[src/rtl/pprm_inverter_arbiter.sv]
// pprm_inverter_arbiter
//   Shares one GF(2^8) inverter datapath (field polynomial 0x11B, 0 maps to 0)
//   among N_REQ byte requesters. A round-robin arbiter admits at most one byte
//   per cycle into a three-stage registered pipe. Results leave in acceptance
//   order on a single tagged response port that honours backpressure.
//
//   Ports
//     clk         in   rising-edge clock
//     reset_n     in   asynchronous active-low reset
//     req_valid   in   [N_REQ]    requester i presents a byte
//     req_data    in   [8*N_REQ]  byte of requester i in bits [8*i+7:8*i]
//     req_ready   out  [N_REQ]    one-hot grant (combinational)
//     resp_valid  out             result present on resp_data/resp_id
//     resp_data   out  [8]        multiplicative inverse of the accepted byte
//     resp_id     out  [ID_W]     index of the requester that issued it
//     resp_ready  in              consumer takes the result
//     busy        out             some pipeline stage holds a valid entry

// One requester's slice of the round-robin pick: it wins when it is valid and
// no valid requester sits between ptr (inclusive) and itself in scan order.
module pprm_rr_lane #(
    parameter int N_REQ = 4,
    parameter int IDX   = 0,
    parameter int PTR_W = 2
) (
    input  logic [N_REQ-1:0] valid,
    input  logic [PTR_W-1:0] ptr,
    output logic             win
);

    logic blocked;

    always_comb begin
        blocked = 1'b0;
        for (int j = 0; j < N_REQ; j++) begin
            // j lies ahead of IDX in the scan that starts at ptr and wraps.
            if (((int'(ptr) <= IDX) ? (j >= int'(ptr) && j < IDX)
                                    : (j >= int'(ptr) || j < IDX)) && valid[j])
                blocked = 1'b1;
        end
        win = valid[IDX] & ~blocked;
    end

endmodule

module pprm_inverter_arbiter #(
    parameter int N_REQ = 4,
    parameter int ID_W  = 2
) (
    input  logic               clk,
    input  logic               reset_n,
    input  logic [N_REQ-1:0]   req_valid,
    input  logic [8*N_REQ-1:0] req_data,
    output logic [N_REQ-1:0]   req_ready,
    output logic               resp_valid,
    output logic [7:0]         resp_data,
    output logic [ID_W-1:0]    resp_id,
    input  logic               resp_ready,
    output logic               busy
);

    localparam int PTR_W  = (N_REQ > 2) ? $clog2(N_REQ) : 1;
    localparam int STAGES = 3;

    // The inverse is x^254, built as x^240 * x^12 * x^2 so each stage does a
    // bounded amount of multiply/square work.
    //   S1: a = x,     b = x^2,  c = x^3
    //   S2: a = x^12,  b = x^2,  d = x^15
    //   S3: y = x^254
    typedef struct packed {
        logic [7:0]      a;
        logic [7:0]      b;
        logic [7:0]      c;
        logic [ID_W-1:0] id;
    } s1_t;

    typedef struct packed {
        logic [7:0]      a;
        logic [7:0]      b;
        logic [7:0]      d;
        logic [ID_W-1:0] id;
    } s2_t;

    typedef struct packed {
        logic [7:0]      y;
        logic [ID_W-1:0] id;
    } s3_t;

    // GF(2^8) product reduced by x^8+x^4+x^3+x+1, written as a sum of
    // AND-gated shifted copies of x.
    function automatic logic [7:0] gf_mul(input logic [7:0] x, input logic [7:0] y);
        logic [7:0] acc;
        logic [7:0] t;
        acc = 8'h00;
        t   = x;
        for (int k = 0; k < 8; k++) begin
            if (y[k]) acc = acc ^ t;
            t = {t[6:0], 1'b0} ^ (t[7] ? 8'h1B : 8'h00);
        end
        return acc;
    endfunction

    // x^(2^n): repeated squaring (linear over GF(2)).
    function automatic logic [7:0] gf_sqn(input logic [7:0] x, input int n);
        logic [7:0] t;
        t = x;
        for (int k = 0; k < n; k++) t = gf_mul(t, t);
        return t;
    endfunction

    logic [STAGES:1]   vld_pipe;
    s1_t               s1_q, s1_n;
    s2_t               s2_q, s2_n;
    s3_t               s3_q, s3_n;
    logic [PTR_W-1:0]  ptr;
    logic [N_REQ-1:0]  win;
    logic              advance;
    logic              accept;
    logic [ID_W-1:0]   gid;
    logic [7:0]        gdata;
    logic [PTR_W-1:0]  gptr;
    logic [7:0]        c4;
    logic [7:0]        d16;

    // A stalled S3 freezes the whole pipe, bubbles included.
    assign advance = ~vld_pipe[STAGES] | resp_ready;

    for (genvar gi = 0; gi < N_REQ; gi++) begin : g_lane
        pprm_rr_lane #(
            .N_REQ (N_REQ),
            .IDX   (gi),
            .PTR_W (PTR_W)
        ) u_lane (
            .valid (req_valid),
            .ptr   (ptr),
            .win   (win[gi])
        );
    end

    // Gating with reset_n keeps the grant low while the pipe is held in reset.
    assign req_ready = (reset_n && advance) ? win : '0;
    assign accept    = |(req_valid & req_ready);

    always_comb begin
        gid   = '0;
        gdata = 8'h00;
        gptr  = '0;
        for (int i = 0; i < N_REQ; i++) begin
            if (req_ready[i]) begin
                gid   = ID_W'(i);
                gdata = req_data[8*i +: 8];
                gptr  = (i == N_REQ - 1) ? '0 : PTR_W'(i + 1);
            end
        end
    end

    always_comb begin
        s1_n.a  = gdata;
        s1_n.b  = gf_mul(gdata, gdata);
        s1_n.c  = gf_mul(gdata, s1_n.b);
        s1_n.id = gid;

        c4      = gf_sqn(s1_q.c, 2);
        s2_n.a  = c4;
        s2_n.b  = s1_q.b;
        s2_n.d  = gf_mul(gf_mul(c4, s1_q.a), s1_q.b);
        s2_n.id = s1_q.id;

        d16     = gf_sqn(s2_q.d, 4);
        s3_n.y  = gf_mul(gf_mul(d16, s2_q.a), s2_q.b);
        s3_n.id = s2_q.id;
    end

    always_ff @(posedge clk or negedge reset_n) begin
        if (!reset_n) begin
            vld_pipe <= '0;
            s1_q     <= '0;
            s2_q     <= '0;
            s3_q     <= '0;
            ptr      <= '0;
        end else begin
            if (advance) begin
                vld_pipe <= {vld_pipe[STAGES-1:1], accept};
                s1_q     <= s1_n;
                s2_q     <= s2_n;
                s3_q     <= s3_n;
            end
            if (accept) ptr <= gptr;
        end
    end

    assign resp_valid = vld_pipe[STAGES];
    assign resp_data  = s3_q.y;
    assign resp_id    = s3_q.id;
    assign busy       = |vld_pipe;

endmodule

[config.mk]
export PLATFORM = sky130hd
export DESIGN_NAME = pprm_inverter_arbiter
export DESIGN_NICKNAME = d
export VERILOG_FILES = /design/src/rtl/pprm_inverter_arbiter.sv
export SDC_FILE = /design/constraint.sdc
export NUM_CORES = 1
export LEC_CHECK = 0
export ABC_AREA = 0
export CORE_MARGIN = 2
export CORE_UTILIZATION = 65
export CTS_BUF_LIST = sky130_fd_sc_hd__clkbuf_8
export DETAILED_ROUTE_END_ITERATION = 12
export PLACE_DENSITY_LB_ADDON = 0.2
export SYNTH_ARGS = -nofsm -noshare
export SYNTH_HDL_FRONTEND = slang
export SYNTH_SLANG_ARGS = --single-unit
[constraint.sdc]
create_clock -name clk -period 20.8 [get_ports clk]
set_clock_uncertainty 0.2 [all_clocks]
set_input_delay 4.16 -clock clk [delete_from_list [all_inputs] [get_ports clk]]
set_output_delay 4.16 -clock clk [all_outputs]
set_load 0.05 [all_outputs]
==> flow_metrics.env, run 1 <==
export IMPL_outcome="complete, no violations"
export IMPL_crit_fanout=72
export IMPL_grt_max_degree=73
export IMPL_clkSlewWorstSetupHoldPaths_ns=0.07
export IMPL_routedWlPerCell_um=16.0
export IMPL_setup_violations_final=0
export IMPL_path_class="primary input to output port"
export IMPL_h_tree_depth=3
export IMPL_multi_input_area_um2=11400
export IMPL_std_cell_rows=53
export IMPL_fp_dieH_um=149
export IMPL_dp_hpwl_um=24400
export IMPL_drc_errors=0
export IMPL_hold_buffers=0
export IMPL_ctsResizeCount=0
export IMPL_core_area_um2=20800
export IMPL_grt_pass1_wl_um=56400
export IMPL_cts_tree="built"
export IMPL_nFillCells=1802
export IMPL_setup_worst_path_end_class="output port"
export IMPL_synthDistinctLibCells=86
export IMPL_setup_tns_ns=0
export IMPL_diodes=0
export IMPL_drtIter0Drc=816
export IMPL_detail_route_antenna_nets=0
export IMPL_numCtsBuffers=9
export IMPL_async_reset_ff_share_pct=100
export IMPL_cts_sinks=67
export IMPL_max_freq_mhz=84.6
export IMPL_initial_utilization_pct=65.5
export IMPL_io_buffer_count=54
export IMPL_seq_area_frac_synth_pct=12.3
export IMPL_netlist_area_um2=13600
export IMPL_die_x_um=149
export IMPL_drt_first_pass_iters=5
export IMPL_finalCriticalPeriod_ns=11.83
export IMPL_num_vias=12200
export IMPL_cp_data_required_time_ns=16.44
export IMPL_grt_setup_unrepaired="no"
export IMPL_maxSlewHeadroom_pct=27.5
export IMPL_regArea_um2=1680
export IMPL_drive_gt1_share_pct=5.49
export IMPL_io_pins=55
export IMPL_gp_congestion=0.903
export IMPL_layout_common_cells="xnor2_1, nand2_1, nor2_1, xor2_1, a21oi_1"
export IMPL_cts_buffer_depth=2
export IMPL_hold_class="register to register"
export IMPL_ys_warn_count=0
export IMPL_area_growth_pct=5.48
export IMPL_grt_overflow_total=0
export IMPL_insertion_delay_ns=0.37
export IMPL_tightestPinTransition_ns=1.08
export IMPL_synth_edf_count=0
export IMPL_dieArea_um2=22200
export IMPL_worst_ep_arrival_time_ns=7.47
export IMPL_drv_slew=0
export IMPL_synthesis_instances=1810
export IMPL_final_nets=1834
export IMPL_maxCapViolCount=0
export IMPL_hold_viol_final=0
export IMPL_syn_nets=1862
export IMPL_grt_antenna_before_repair=0
export IMPL_period_share_pct=56.9
export IMPL_start_kind="primary input"
export IMPL_yosys_register_bits=67
export IMPL_viasPerCell=5.93
export IMPL_synthFlopType="dfrtp_1"
export IMPL_wl_um=32900
export IMPL_post_cts_setup_buffers=0
export IMPL_track_usage_pct=30.4
export IMPL_grt_pass1_vias=11600
export IMPL_layout_commonest_cell="xnor2_1"
export IMPL_syn_area_per_cell_um2=7.54
export IMPL_clock_root_buffer="clkbuf_8"
==> cell usage after synthesis, drive strengths merged (5+ instances only) <==
cell type / count / area share (%)
a31oi: 11 / 0.55
ha: 13 / 1.2
nand2: 345 / 9.5
nand4: 9 / 0.41
a211oi: 13 / 0.86
xnor2: 394 / 27
dfrtp: 67 / 12
nor4: 7 / 0.32
a221oi: 5 / 0.32
o211a: 5 / 0.37
o221ai: 10 / 0.69
nor3b: 8 / 0.44
or3: 7 / 0.32
nor3: 29 / 1.1
o211ai: 12 / 0.76
o22ai: 20 / 0.92
a21o: 11 / 0.61
buf: 33 / 1.3
nand3: 32 / 1.2
and2: 7 / 0.32
clkbuf: 81 / 2.2
xor2: 98 / 6.7
nor2b: 31 / 1.4
inv: 35 / 0.96
mux2i: 41 / 3.0
xnor3: 42 / 7.0
nor2: 134 / 3.7
nand2b: 31 / 1.4
mux2: 8 / 0.66
a22oi: 30 / 1.7
or4: 6 / 0.33
a21oi: 82 / 3.1
and3: 9 / 0.41
o21ai: 77 / 2.8
==> worst max-delay path: stages <==
cell and delay, ns:
clkdlybuf4s50_1 0.52, nand2b_2 0.13, buf_4 0.55, nand2_1 0.26, nor4_1 0.83, clkdlybuf4s50_1 0.95
==> worst paths after layout <==
kind	from	to	slack [ns]	cells past startpoint
max	resp_ready	req_ready[1]	8.97	6
min reg2reg	s2_q[0]	s2_q[0]	0.27	2
max in group asynchronous	reset_n	s1_q[2]	16.06	2
min in group asynchronous	reset_n	resp_data[5]	3.52	1
min	s2_q[0]	s2_q[0]	0.27	2
max reg2reg	s2_q[9]	resp_data[6]	9.09	32
==> cell type report <==
type                       instances  area share [%]
clock buffer                      10           0.956
clock inverter                     5           0.209
inverter                          39            1.02
multi-input combinational       1590            78.9
sequential                        67            11.6
tap                              275            2.39
timing repair buffer              75            4.83
==> flip-flops by register name (all words and copies together), names as in the netlist <==
register   count
resp_data      8
resp_id        2
ptr            2
s2_q          26
vld_pipe       3
s1_q          26
==> through the flow <==
stage / util [%] / worst slack, ns / instance area (um2) / instances / hold slack (ns)
after floorplan: - / 9.96 / 13600 / 1810 / 0.239
after global placement: 68.3 / 9.21 / 14200 / 2046 / 0.250
after global routing: 69.1 / 8.11 / 14400 / 2061 / 0.306
final: 69.1 / 8.97 / 14400 / 2061 / 0.268
after detailed placement: 68.3 / 9.00 / 14200 / 2046 / 0.255
after CTS: 69.1 / 8.99 / 14400 / 2061 / 0.272
==> logic make-up after synthesis <==
family	synth area share, %
compound gates	15.5
xor+xnor	40.9
fa+ha+maj	1.19
flops	12.3
simple gates	21.9
mux	3.67
buf+inv	4.60
==> routing by layer <==
metal / track usage, % / vias to the layer above / share of wire (%)
met2: 53.1 / 344 / 50
met5: 0 / - / 0
met3: 2.57 / 55 / 5.3
li1: - / 6038 / -
met1: 40.1 / 5791 / 43
met4: 9.48 / 0 / 2.3
Power of run 1 is not shown: default switching activity piles up to over one toggle a cycle in this logic, so the estimate is an artifact.
==> run 2, diff against run 1 <==
clock period = 12.1 ns   (was 20.8 ns; I/O delays follow)
==> flow_metrics.env, run 2 (synthesis results as in run 1) <==
export IMPL_outcome="complete, no violations"
export IMPL_num_vias=12400
export IMPL_die_x_um=149
export IMPL_grt_pass1_vias=11700
export IMPL_drtIter0Drc=820
export IMPL_timing_hold_ws_ns=0.266
export IMPL_period_share_pct=92.9
export IMPL_hold_viol_final=0
export IMPL_final_nets=1839
export IMPL_io_pins=55
export IMPL_viasPerCell=6.02
export IMPL_io_buffer_count=54
export IMPL_cp_data_required_time_ns=12.18
export IMPL_worst_slack_ns=0.855
export IMPL_drc_errors=0
export IMPL_grt_pass1_wl_um=56700
export IMPL_maxSlewHeadroom_pct=29.2
export IMPL_setup_tns_ns=0
export IMPL_slowest_stage="dfrtp_1"
export IMPL_area_growth_pct=6.02
export IMPL_hold_class="register to register"
export IMPL_grt_overflow_total=0
export IMPL_cts_tree="built"
export IMPL_clock_root_buffer="clkbuf_8"
export IMPL_grt_max_degree=73
export IMPL_dp_hpwl_um=24800
export IMPL_post_cts_setup_buffers=0
export IMPL_wl_um=33900
export IMPL_maxCapViolCount=0
export IMPL_insertion_delay_ns=0.37
export IMPL_max_freq_mhz=88.9
export IMPL_drv_slew=0
export IMPL_layout_commonest_cell="xnor2_1"
export IMPL_grt_antenna_before_repair=0
export IMPL_dp_slack_ns=0.866
export IMPL_worst_ep_arrival_time_ns=11.33
export IMPL_min_path_cells=2
export IMPL_setup_violations_final=0
export IMPL_grt_setup_unrepaired="no"
export IMPL_setup_worst_path_end_class="register"
export IMPL_crit_fanout=22
export IMPL_regArea_um2=1680
export IMPL_max_stage_delay_ns=0.78
export IMPL_multi_input_area_um2=11400
export IMPL_track_usage_pct=30.6
export IMPL_drive_gt1_share_pct=5.80
export IMPL_start_kind="register"
export IMPL_h_tree_depth=3
export IMPL_cts_buffer_depth=2
export IMPL_fp_dieH_um=149
export IMPL_layout_common_cells="xnor2_1, nand2_1, nor2_1, xor2_1, a21oi_1"
export IMPL_nFillCells=1741
export IMPL_routedWlPerCell_um=16.4
export IMPL_std_cell_rows=53
export IMPL_finalCriticalPeriod_ns=11.24
export IMPL_r2r_cells=33
export IMPL_clkSlewWorstSetupHoldPaths_ns=0.08
export IMPL_hold_buffers=0
export IMPL_diodes=0
export IMPL_path_class="register to register"
export IMPL_tightestPinTransition_ns=1.05
export IMPL_cts_sinks=67
export IMPL_initial_utilization_pct=65.5
export IMPL_drt_first_pass_iters=7
export IMPL_dieArea_um2=22200
export IMPL_core_area_um2=20800
export IMPL_gp_congestion=0.926
export IMPL_detail_route_antenna_nets=0
export IMPL_numCtsBuffers=9
## run 2: cell types whose count changed in the layout (fill, tap and decap cells not counted)
cell / delta
clkinv_4: +1
bufinv_16: +1
xnor2_4: +1
buf_4: +5
clkbuf_8: -1
xnor2_2: -1
## run 2: per-layer routing
metal,track usage (%),wire [um],vias to the layer above,part of all wire [%]
met5,0,0,-,0
met4,10.6,938,0,2.8
met3,3.82,1930,86,5.7
met2,52.5,16700,422,49
met1,39.9,14300,5900,42
li1,-,-,6035,-
## run 2: path summary, 6_finish.rpt
path                       startpoint           end  slack (ns)
min in group asynchronous     reset_n  resp_data[0]        1.97
max in group asynchronous     reset_n      s1_q[11]        9.16
min reg2reg                resp_id[0]    resp_id[0]        0.27
max reg2reg                   s2_q[9]  resp_data[4]        0.86
min                        resp_id[0]    resp_id[0]        0.27
max                           s2_q[9]  resp_data[4]        0.86
## run 2: critical path, delay by kind of cell (launching register included)
family          cells  cell delay, ns
buf+inv             2            0.75
xor+xnor           18            6.51
compound gates      4            0.73
simple gates        6            0.77
fa+ha+maj           3            1.39
flops               1            0.78
## run 2: per-stage QoR
step	util [%]	std cells	area [um2]
2_1_floorplan	-	1810	13600
3_3_place_gp	68.5	2051	14300
3_5_place_dp	68.5	2051	14300
4_1_cts	69.4	2067	14500
5_1_grt	69.5	2067	14500
6_report	69.5	2067	14500
## run 2: what timing repair did
item	4_1_cts	5_1_grt
resized for setup	0	1
endpoints found under the hold margin	0	0
setup endpoints to repair	0	4
## run 2: final cells by class
type                       instances  share of cell area (%)
clock buffer                       9                   0.856
clock inverter                     7                   0.476
inverter                          39                    1.01
multi-input combinational       1590                    78.6
sequential                        67                    11.6
tap                              275                    2.38
timing repair buffer              80                    5.07
Power of run 2 is left out for the same reason.
==> run 3, diff against run 2 <==
GPL_ROUTABILITY_DRIVEN = 0   (was not set)
TNS_END_PERCENT = 30   (was not set)
==> flow_metrics.env, run 3 (synthesis results as in run 1) <==
export IMPL_outcome="complete, no violations"
export IMPL_period_share_pct=91.8
export IMPL_hold_buffers=0
export IMPL_layout_commonest_cell="xnor2_1"
export IMPL_worst_ep_arrival_time_ns=11.17
export IMPL_dp_hpwl_um=25000
export IMPL_ctsResizeCount=0
export IMPL_tightestPinTransition_ns=1.01
export IMPL_num_vias=12300
export IMPL_io_pins=55
export IMPL_core_area_um2=20800
export IMPL_setup_violations_final=0
export IMPL_max_stage_delay_ns=0.76
export IMPL_std_cell_rows=53
export IMPL_post_cts_setup_buffers=0
export IMPL_slowest_stage="dfrtp_1"
export IMPL_grt_antenna_before_repair=0
export IMPL_die_x_um=149
export IMPL_maxSlewHeadroom_pct=32.0
export IMPL_timing_hold_ws_ns=0.270
export IMPL_fin_util_pct=69.5
export IMPL_hold_viol_final=0
export IMPL_cts_sinks=67
export IMPL_path_class="register to register"
export IMPL_finalCriticalPeriod_ns=11.10
export IMPL_grt_pass1_vias=11600
export IMPL_hold_class="register to register"
export IMPL_final_nets=1839
export IMPL_routedWlPerCell_um=16.4
export IMPL_final_cell_area_um2=14500
export IMPL_numCtsBuffers=9
export IMPL_cpMostUsedCell="xnor2_1"
export IMPL_fp_dieH_um=149
export IMPL_initial_utilization_pct=65.5
export IMPL_min_path_cells=2
export IMPL_cts_buffer_depth=2
export IMPL_layout_common_cells="xnor2_1, nand2_1, nor2_1, xor2_1, a21oi_1"
export IMPL_drtIter0Drc=1011
export IMPL_clkSlewWorstSetupHoldPaths_ns=0.09
export IMPL_h_tree_depth=3
export IMPL_io_buffer_count=54
export IMPL_grt_setup_unrepaired="no"
export IMPL_placed_cell_area_um2=14300
export IMPL_cp_data_required_time_ns=12.16
export IMPL_crit_fanout=22
export IMPL_area_growth_pct=6.01
export IMPL_drc_errors=0
export IMPL_r2r_cells=33
export IMPL_wl_um=33900
export IMPL_cts_tree="built"
export IMPL_grt_overflow_total=0
export IMPL_clock_root_buffer="clkbuf_8"
export IMPL_track_usage_pct=30.7
export IMPL_grt_max_degree=72
export IMPL_diodes=0
export IMPL_drive_gt1_share_pct=5.80
export IMPL_drt_first_pass_iters=5
export IMPL_drv_slew=0
export IMPL_setup_worst_path_end_class="register"
export IMPL_start_kind="register"
export IMPL_detail_route_antenna_nets=0
export IMPL_maxCapViolCount=0
export IMPL_grt_pass1_wl_um=56200
export IMPL_dieArea_um2=22200
export IMPL_insertion_delay_ns=0.37
export IMPL_max_freq_mhz=90.1
export IMPL_setup_tns_ns=0
export IMPL_viasPerCell=5.95
run 3: changes by cell type in the layout (fill, tap and decap cells not counted):
cell	previous run	this run
clkbuf_8	9	10
clkinv_2	3	2
clkinv_4	1	0
inv_6	0	1
xnor2_2	15	16
xnor2_4	4	3
run 3: per-stage QoR:
stage / setup slack, ns / cells
2_1_floorplan: 2.84 / 1810
3_3_place_gp: 1.38 / 2051
3_5_place_dp: 1.12 / 2051
4_1_cts: 1.10 / 2067
5_1_grt: 0.0434 / 2067
6_report: 0.996 / 2067
run 3: metal layers:
metal	part of all wire [%]	track usage (%)	routed length, um
met1	42	40.0	14300
met2	49	52.6	16600
met3	5.9	3.46	2010
met4	2.8	11.1	956
met5	0	0	0
run 3: cell type report:
class | instances | area [um2]
multi-input cells | 1590 | 11400
well taps | 275 | 344
repair buffers | 80 | 733
clock buffers | 10 | 138
inverters | 39 | 146
fillers | 1741 | 6360
flip-flops and latches | 67 | 1680
clock inverters | 6 | 63.8
run 3: worst paths after layout:
path                            startpoint            to  slack [ns]
worst min register to register     s2_q[0]       s2_q[0]        0.27
max in group asynchronous          reset_n  resp_data[0]        9.14
worst min-delay path               s2_q[0]       s2_q[0]        0.27
min in group asynchronous          reset_n       s1_q[8]        1.95
worst max-delay path               s2_q[5]  resp_data[3]         1.0
worst max register to register     s2_q[5]  resp_data[3]         1.0
run 3: worst max-delay path: cells and delay by family, from the launching register on:
family                     cells  cell delay (ns)
adders and majority gates      3             1.36
DFF                            1             0.76
AOI/OAI and AO/OA              4             0.73
muxes                          2             0.35
xor gates and xnor gates      16             5.93
buffers and inverters          2             0.71
and+or+nand+nor                6             0.94
Power of run 3 is left out for the same reason.
